### src/rtl/sipo_pkg.sv
// Shared definitions for the serial-in / parallel-out shift register:
// FSM state encoding and the default word width.
package sipo_pkg;

    localparam int unsigned SIPO_DEFAULT_WIDTH = 8;

    typedef enum logic {
        ST_IDLE  = 1'b0,
        ST_SHIFT = 1'b1
    } sipo_state_e;

endpackage

### src/rtl/sipo_bit_counter.sv
// Counts serial bits of the word being assembled; wraps to 0 on the
// WIDTH-th increment.
// Ports:
//   clk   - clock
//   rst   - synchronous active-high reset
//   clear - synchronous clear (frame abort)
//   inc   - one more bit accepted this cycle
//   count - bits collected so far (registered)
//   done  - registered flag: the next inc completes the word
module sipo_bit_counter
    import sipo_pkg::*;
#(
    parameter int unsigned WIDTH = SIPO_DEFAULT_WIDTH
) (
    input  logic                       clk,
    input  logic                       rst,
    input  logic                       clear,
    input  logic                       inc,
    output logic [$clog2(WIDTH+1)-1:0] count,
    output logic                       done
);

    localparam int unsigned CNT_W = $clog2(WIDTH + 1);

    logic [CNT_W-1:0] count_q;
    logic             done_q;

    // done_q is precomputed so the word-complete decision never depends on
    // an adder output in the same cycle.
    always_ff @(posedge clk) begin
        if (rst || clear) begin
            count_q <= '0;
            done_q  <= 1'b0;
        end else if (inc) begin
            if (done_q) begin
                count_q <= '0;
                done_q  <= 1'b0;
            end else begin
                count_q <= count_q + CNT_W'(1);
                done_q  <= (count_q == CNT_W'(WIDTH - 2));
            end
        end
    end

    assign count = count_q;
    assign done  = done_q;

endmodule

### src/rtl/sipo_shift_reg.sv
// Serial-in / parallel-out shift register with a one-word output buffer
// and valid/ready handshake.
// Ports:
//   clk       - clock
//   rst       - synchronous active-high reset
//   enb       - bit strobe; d is sampled when high
//   d         - serial data bit
//   clr       - synchronous frame abort (drops the partial word)
//   out_ready - consumer accepts q when out_valid is high
//   q         - assembled parallel word
//   out_valid - q holds an unconsumed word
//   busy      - partial word in progress
//   bit_cnt   - bits collected in the current partial word
//   overrun   - sticky: a completed word was dropped (cleared by rst only)
module sipo_shift_reg
    import sipo_pkg::*;
#(
    parameter int unsigned WIDTH     = SIPO_DEFAULT_WIDTH,
    parameter bit          MSB_FIRST = 1'b1
) (
    input  logic                       clk,
    input  logic                       rst,
    input  logic                       enb,
    input  logic                       d,
    input  logic                       clr,
    input  logic                       out_ready,
    output logic [WIDTH-1:0]           q,
    output logic                       out_valid,
    output logic                       busy,
    output logic [$clog2(WIDTH+1)-1:0] bit_cnt,
    output logic                       overrun
);

    // Width sanity check at elaboration.
    if (WIDTH < 2 || WIDTH > 32) begin : g_bad_width
        $error("sipo_shift_reg: WIDTH must be in 2..32");
    end

    sipo_state_e      state_q, state_d;
    logic [WIDTH-1:0] sr_q, sr_d;
    logic [WIDTH-1:0] q_q, q_d;
    logic             valid_q, valid_d;
    logic             overrun_q, overrun_d;
    logic             busy_q;
    logic [WIDTH-1:0] shifted;
    logic             complete;
    logic             consume;
    logic             cnt_done;

    assign consume = valid_q & out_ready;

    // Bit counter; clr takes priority over a simultaneous strobe.
    sipo_bit_counter #(
        .WIDTH (WIDTH)
    ) u_bit_counter (
        .clk   (clk),
        .rst   (rst),
        .clear (clr),
        .inc   (enb & ~clr),
        .count (bit_cnt),
        .done  (cnt_done)
    );

    // Next-state, shift and output-buffer logic.
    always_comb begin
        state_d   = state_q;
        sr_d      = sr_q;
        q_d       = q_q;
        valid_d   = valid_q;
        overrun_d = overrun_q;
        complete  = 1'b0;

        if (MSB_FIRST) begin
            shifted = {sr_q[WIDTH-2:0], d};
        end else begin
            shifted = {d, sr_q[WIDTH-1:1]};
        end

        if (consume) begin
            valid_d = 1'b0;
        end

        if (clr) begin
            state_d = ST_IDLE;
            sr_d    = '0;
        end else if (enb) begin
            case (state_q)
                ST_IDLE: begin
                    sr_d    = shifted;
                    state_d = ST_SHIFT;
                end
                ST_SHIFT: begin
                    if (cnt_done) begin
                        complete = 1'b1;
                        sr_d     = '0;
                        state_d  = ST_IDLE;
                    end else begin
                        sr_d = shifted;
                    end
                end
                default: state_d = ST_IDLE;
            endcase
        end

        // The buffer can take the new word if empty or being drained now;
        // otherwise the new word is lost.
        if (complete) begin
            if (!valid_q || consume) begin
                q_d     = shifted;
                valid_d = 1'b1;
            end else begin
                overrun_d = 1'b1;
            end
        end
    end

    // State and output registers.
    always_ff @(posedge clk) begin
        if (rst) begin
            state_q   <= ST_IDLE;
            sr_q      <= '0;
            q_q       <= '0;
            valid_q   <= 1'b0;
            overrun_q <= 1'b0;
            busy_q    <= 1'b0;
        end else begin
            state_q   <= state_d;
            sr_q      <= sr_d;
            q_q       <= q_d;
            valid_q   <= valid_d;
            overrun_q <= overrun_d;
            busy_q    <= (state_d == ST_SHIFT);
        end
    end

    assign q         = q_q;
    assign out_valid = valid_q;
    assign busy      = busy_q;
    assign overrun   = overrun_q;

endmodule

### config.mk
export PLATFORM = sky130hd
export DESIGN_NAME = sipo_shift_reg
export DESIGN_NICKNAME = d
export VERILOG_FILES = /design/src/rtl/sipo_pkg.sv /design/src/rtl/sipo_bit_counter.sv /design/src/rtl/sipo_shift_reg.sv
export SDC_FILE = /design/constraint.sdc
export NUM_CORES = 1
export LEC_CHECK = 0
export ABC_AREA = 0
export BUFFER_PORTS_ARGS = -buffer_cell sky130_fd_sc_hd__buf_2
export CORE_AREA = 2 2 47 49
export DETAILED_ROUTE_END_ITERATION = 16
export DIE_AREA = 0 0 49 51
export HOLD_SLACK_MARGIN = 0.06
export PLACE_DENSITY = 0.76
export RECOVER_POWER = 100
export SYNTH_ARGS = -nofsm -noshare
export SYNTH_HDL_FRONTEND = slang
export SYNTH_SLANG_ARGS = --single-unit
### constraint.sdc
create_clock -name clk -period 1.6 [get_ports clk]
set_clock_uncertainty 0.15 [all_clocks]
set_input_delay 0.16 -clock clk [delete_from_list [all_inputs] [get_ports clk]]
set_output_delay 0.16 -clock clk [all_outputs]
set_load 0.005 [all_outputs]
Word-level counts from Yosys, hierarchy flattened
Cells that the tools add are included.

Register bits after elaboration: 23. Input bits: 6. Word-level logic and storage cells: 33. Output and inout port bits: 15.

$add $sub $neg: 1. Bitwise logic cells: 5. Multiplexer cells: 13. Reduce and logical (&&, ||, !) cells: 6. Equal/unequal tests: 1.

Operators by type and width (number): one-hot mux 7 bit (2 select lines) (1); 2-to-1 mux 1 bit (9); 2-to-1 mux 7 bit (1); adder 4 x 1 -> 4 bit, second input constant (1); equality test 4 x 3 -> 1 bit, second input constant (1); 2-to-1 mux 4 bit (1); AND reduction 2 bit (2); inverter 1 bit (3); bitwise AND 1 bit (2); logical OR 1 bit (2); one-hot mux 1 bit (2 select lines) (1); OR reduction 2 bit (1); zero test 1 bit (1).

Depth between registers and ports, before layout
Depth after elaboration: 5. Gate-level depth with buffers: 5. Mapped depth without buffers: 5.

Cells and area by module
A second synthesis with hierarchy kept.

Cell total of the unflattened synthesis: 105. Area total of the unflattened synthesis: 935.9 um2.

Modules (own cells, without submodules): sipo_shift_reg (sequential area each 360.3 um2, cells each 82, times used 1, area an instance 719.4 um2); sipo_bit_counter (sequential area each 100.1 um2, cells each 23, times used 1, area an instance 216.5 um2).

Worst setup path before layout
Ideal clock, no wire load.

Kind: reg-to-reg. Start: register valid_q, in the netlist out_valid. End: register q_q[1], in the netlist q[1]. Stages on the path, launching flop included: 5. Setup time: 0.070 ns. Data arrival time: 1.073 ns. Path buffers: 1. Setup slack: 0.307 ns. Clock period less this slack: 1.293 ns. Required time: 1.380 ns. Cell sequence: dfxtp_1 nor2b_4 clkbuf_1 or3b_1 a21oi_1.

Cells in the longest elaborated chain, start to end: 3. Elaborated cells between the ends (all ways): 4. Those cells by class: bitwise: 1; reduce/logical: 3.

Ends and longest elaborated chain: start: declaration (RTL line sipo_shift_reg.sv:42) `logic valid_q, valid_d;`; start signal: assignment (RTL line sipo_shift_reg.sv:130) `valid_q <= valid_d;`; bitwise AND 1 bit or zero test 1 bit (tied branches) (RTL line sipo_shift_reg.sv:50, sipo_shift_reg.sv:108); logical OR 1 bit * (RTL line sipo_shift_reg.sv:108) `if (!valid_q || consume) begin`; AND reduction 2 bit (no source line) *; end signal: assignment (RTL line sipo_shift_reg.sv:129) `q_q <= q_d;`; end: declaration (RTL line sipo_shift_reg.sv:41) `logic [WIDTH-1:0] q_q, q_d;`.

Every way passes the cells marked *; elsewhere a longest branch is shown, timed or not. A chain may end at the register's enable or synchronous reset.

==> metrics.txt <==
CTS clock-pin slew for the worst setup and hold paths=~0.11 ns; PD cells=approximately 770 mW/mm^2; Seq/Total Area, Yosys=0.472; Total Neg Setup Slack=0 ns; number of global-route vias before repair=around 710; Final Routed Wirelength=about 1800 um; CTS root buffer=clkbuf_4; count leader, synth=dfxtp_1; Remaining Overflow, GRT=0; most instantiated cells after synthesis=dfxtp_1, nor2_1, a21oi_1; crit path cell chain=nand4b_4 -> or3b_1 -> a21oi_1; post-synth top area cell=dfxtp_1; Least-Margin Pin Slew=0.339 ns; clk_lat worst skew=slightly below 0.3 ns; CTS tree=built; Hold Path Origin=enb; post-synth top area share=0.472; initial cell density of the core=0.472; drt pass-1 iters=4; largest stage delay on the critical path=roughly 0.44 ns; H-tree depth=1; routed vias=781; critical-path maximum fanout=18; placed insts=142; Worst Setup SP=busy; Power Internal=between 700 and 800 uW; Mapped Area=975 sq um; Leak=approximately 0.47 nW; row count=17; Post-Place Cell Area=between 0.001 and 0.0015 sq mm; number of vias per cell=between 5 and 6; Final period util=0.906; switching pwr=approximately 190 uW; CP endpoint kind=flop; # Max-Cap Violations=0; Synth Register Bits=23; Hold WS=~0.14 ns; slowest CP cell=dfxtp_1; final net count=between 100 and 150; WP data arrival=1.53 ns; Syn Area/Cell=around 10 sq um; CP required=about 1.7 ns; DRT antenna net count=0; Sink Count=23; die area=between 0.002 and 0.0025 sq mm; Post-Synthesis Cells=between 90 and 100; EDFF count, synth=0; met1 Usage GRT=0.195; largest net degree at the start of global routing=19; status=finished clean; # IOs=21; # fillers=just over 200; global-route wire length before repair=between 3000 and 4000 um; final setup fails=0; GR Util met3=0.0322; Cell variety after synth=25; share of flip-flops with an asynchronous set or reset=0; Max Clk Rate=690 MHz; n_diodes=0; gr usage total=0.156; Sequential Power Share=0.652; CTS Buf Count=3; RSZ-0062 raised after global routing=false; R2R setup slack=roughly 0.15 ns; final slew viol count=0; Yosys Warn Count=0; core footprint=0.00206 sq mm; routed len/inst=around 12 um; Comb pwr share=0.069; Post-CTS Setup Bufs=0; kind of critical path=flop to flop; Clock Power Share=0.279; gp weighted congestion=approximately 0.76; fin crit period=1.45 ns; Primary FF master, synth=dfxtp_1; Mapped Nets=between 100 and 150; DRT iter0 DRCs=4; Slew headroom=0.774; Power Total=about 900 uW; antenna violations before repair=0; Hold Fails Final Rpt=0; area occupied by multi-input gates=about 470 sq um; worst reg2reg path startpoint=busy; Hold Path Class=input pin to flop; Die X=49 um; share of cells above drive strength 1=0.169; DRC errors left=0; sw frac=0.211; Area growth syn-to-layout=19.0%; Max rail drop VDD=about 0.00055 V; input/output buffers=20; Post-DP HPWL=1250 um; register area=~460 sq um; Finished Layout Cells=approximately 150; top cells by area, synth=dfxtp_1, mux2i_1, or3b_1, a21oi_1, nor2_1; Die H=51 um; kind of start point of the critical path=flop; GR Util met2=0.265; post-route cell area=about 0.0012 sq mm; CTS max path bufs=2; layer with the highest usage=met2
==> worst paths after layout <==
check | end | cells after the start
setup / recovery | q[1] | 3
hold / removal | out_valid | 3
setup reg to reg | q[1] | 3
hold reg to reg | q[3] | 2
==> flip-flops by register name (all words and copies together) (netlist names) <==
register	cells
u_bit_counter.count	4
sr_q	7
u_bit_counter.done	1
overrun	1
busy	1
q	8
out_valid	1
==> layout by cell type (no fill, tap or decap), types with 2 or more instances in the layout <==
cell type,n
or3b_1,8
dfxtp_1,23
nor2_1,13
buf_2,15
ha_1,2
nor3_1,4
clkbuf_4,3
o21ai_1,2
clkbuf_1,7
mux2i_1,9
dlygate4sd3_1,6
o21ai_0,8
a21oi_1,11
==> logic make-up (layout without fill, tap and decap cells) <==
| group | after synthesis | in the layout | synth area share |
|---|---|---|---|
| AO/OA/AOI/OAI | 25 | 25 | 0.146 |
| adder cells (fa/ha/maj) | 2 | 2 | 0.0257 |
| AND/OR/NAND/NOR | 32 | 32 | 0.217 |
| buffers and inverters | 8 | 33 | 0.0462 |
| flip-flops | 23 | 23 | 0.472 |
| multiplexers | 9 | 9 | 0.0924 |
==> area by class of cell <==
cell class,count,area share
Tap cell,28,0.0302
Sequential cell,23,0.397
Inverter,1,0.00324
Multi-Input combinational cell,68,0.405
Clock buffer,4,0.0227
Timing Repair Buffer,28,0.142
==> power by group through the flow <==
stage | clock network [mW] | registers [mW] | logic [mW]
finish | 0.249 | 0.581 | 0.0612
global route | 0.288 | 0.582 | 0.0673
CTS | 0.268 | 0.581 | 0.0616
detailed placement | 0 | 0.594 | 0.0502
global placement | 0 | 0.594 | 0.0490
floorplan | 0 | 0.594 | 0.0365
==> per-stage QoR <==
stage | utilization | setup WS (ns)
2_1_floorplan | - | 0.307
3_3_place_gp | 0.525 | 0.267
3_5_place_dp | 0.525 | 0.153
4_1_cts | 0.567 | 0.120
5_1_grt | 0.562 | 0.0280
6_report | 0.562 | 0.150
==> repair_timing <==
action	CTS	global route
setup endpoints to repair	0	0
endpoints found under the hold margin	8	0
resized for setup	0	0
hold buffers	6	0
==> critical path, delay by kind of cell (launching register included) <==
kind,cells,cell delay (ns)
simple gates,2,0.66
flops,1,0.44
compound gates,1,0.14
==> layer usage <==
layer / routed length (um) / part of all wire
met1: 795 / 0.45
met2: 888 / 0.51
met3: 52 / 0.030
met4: 15 / 0.0086
met5: 0 / 0
(Power assumes the default switching activity.)
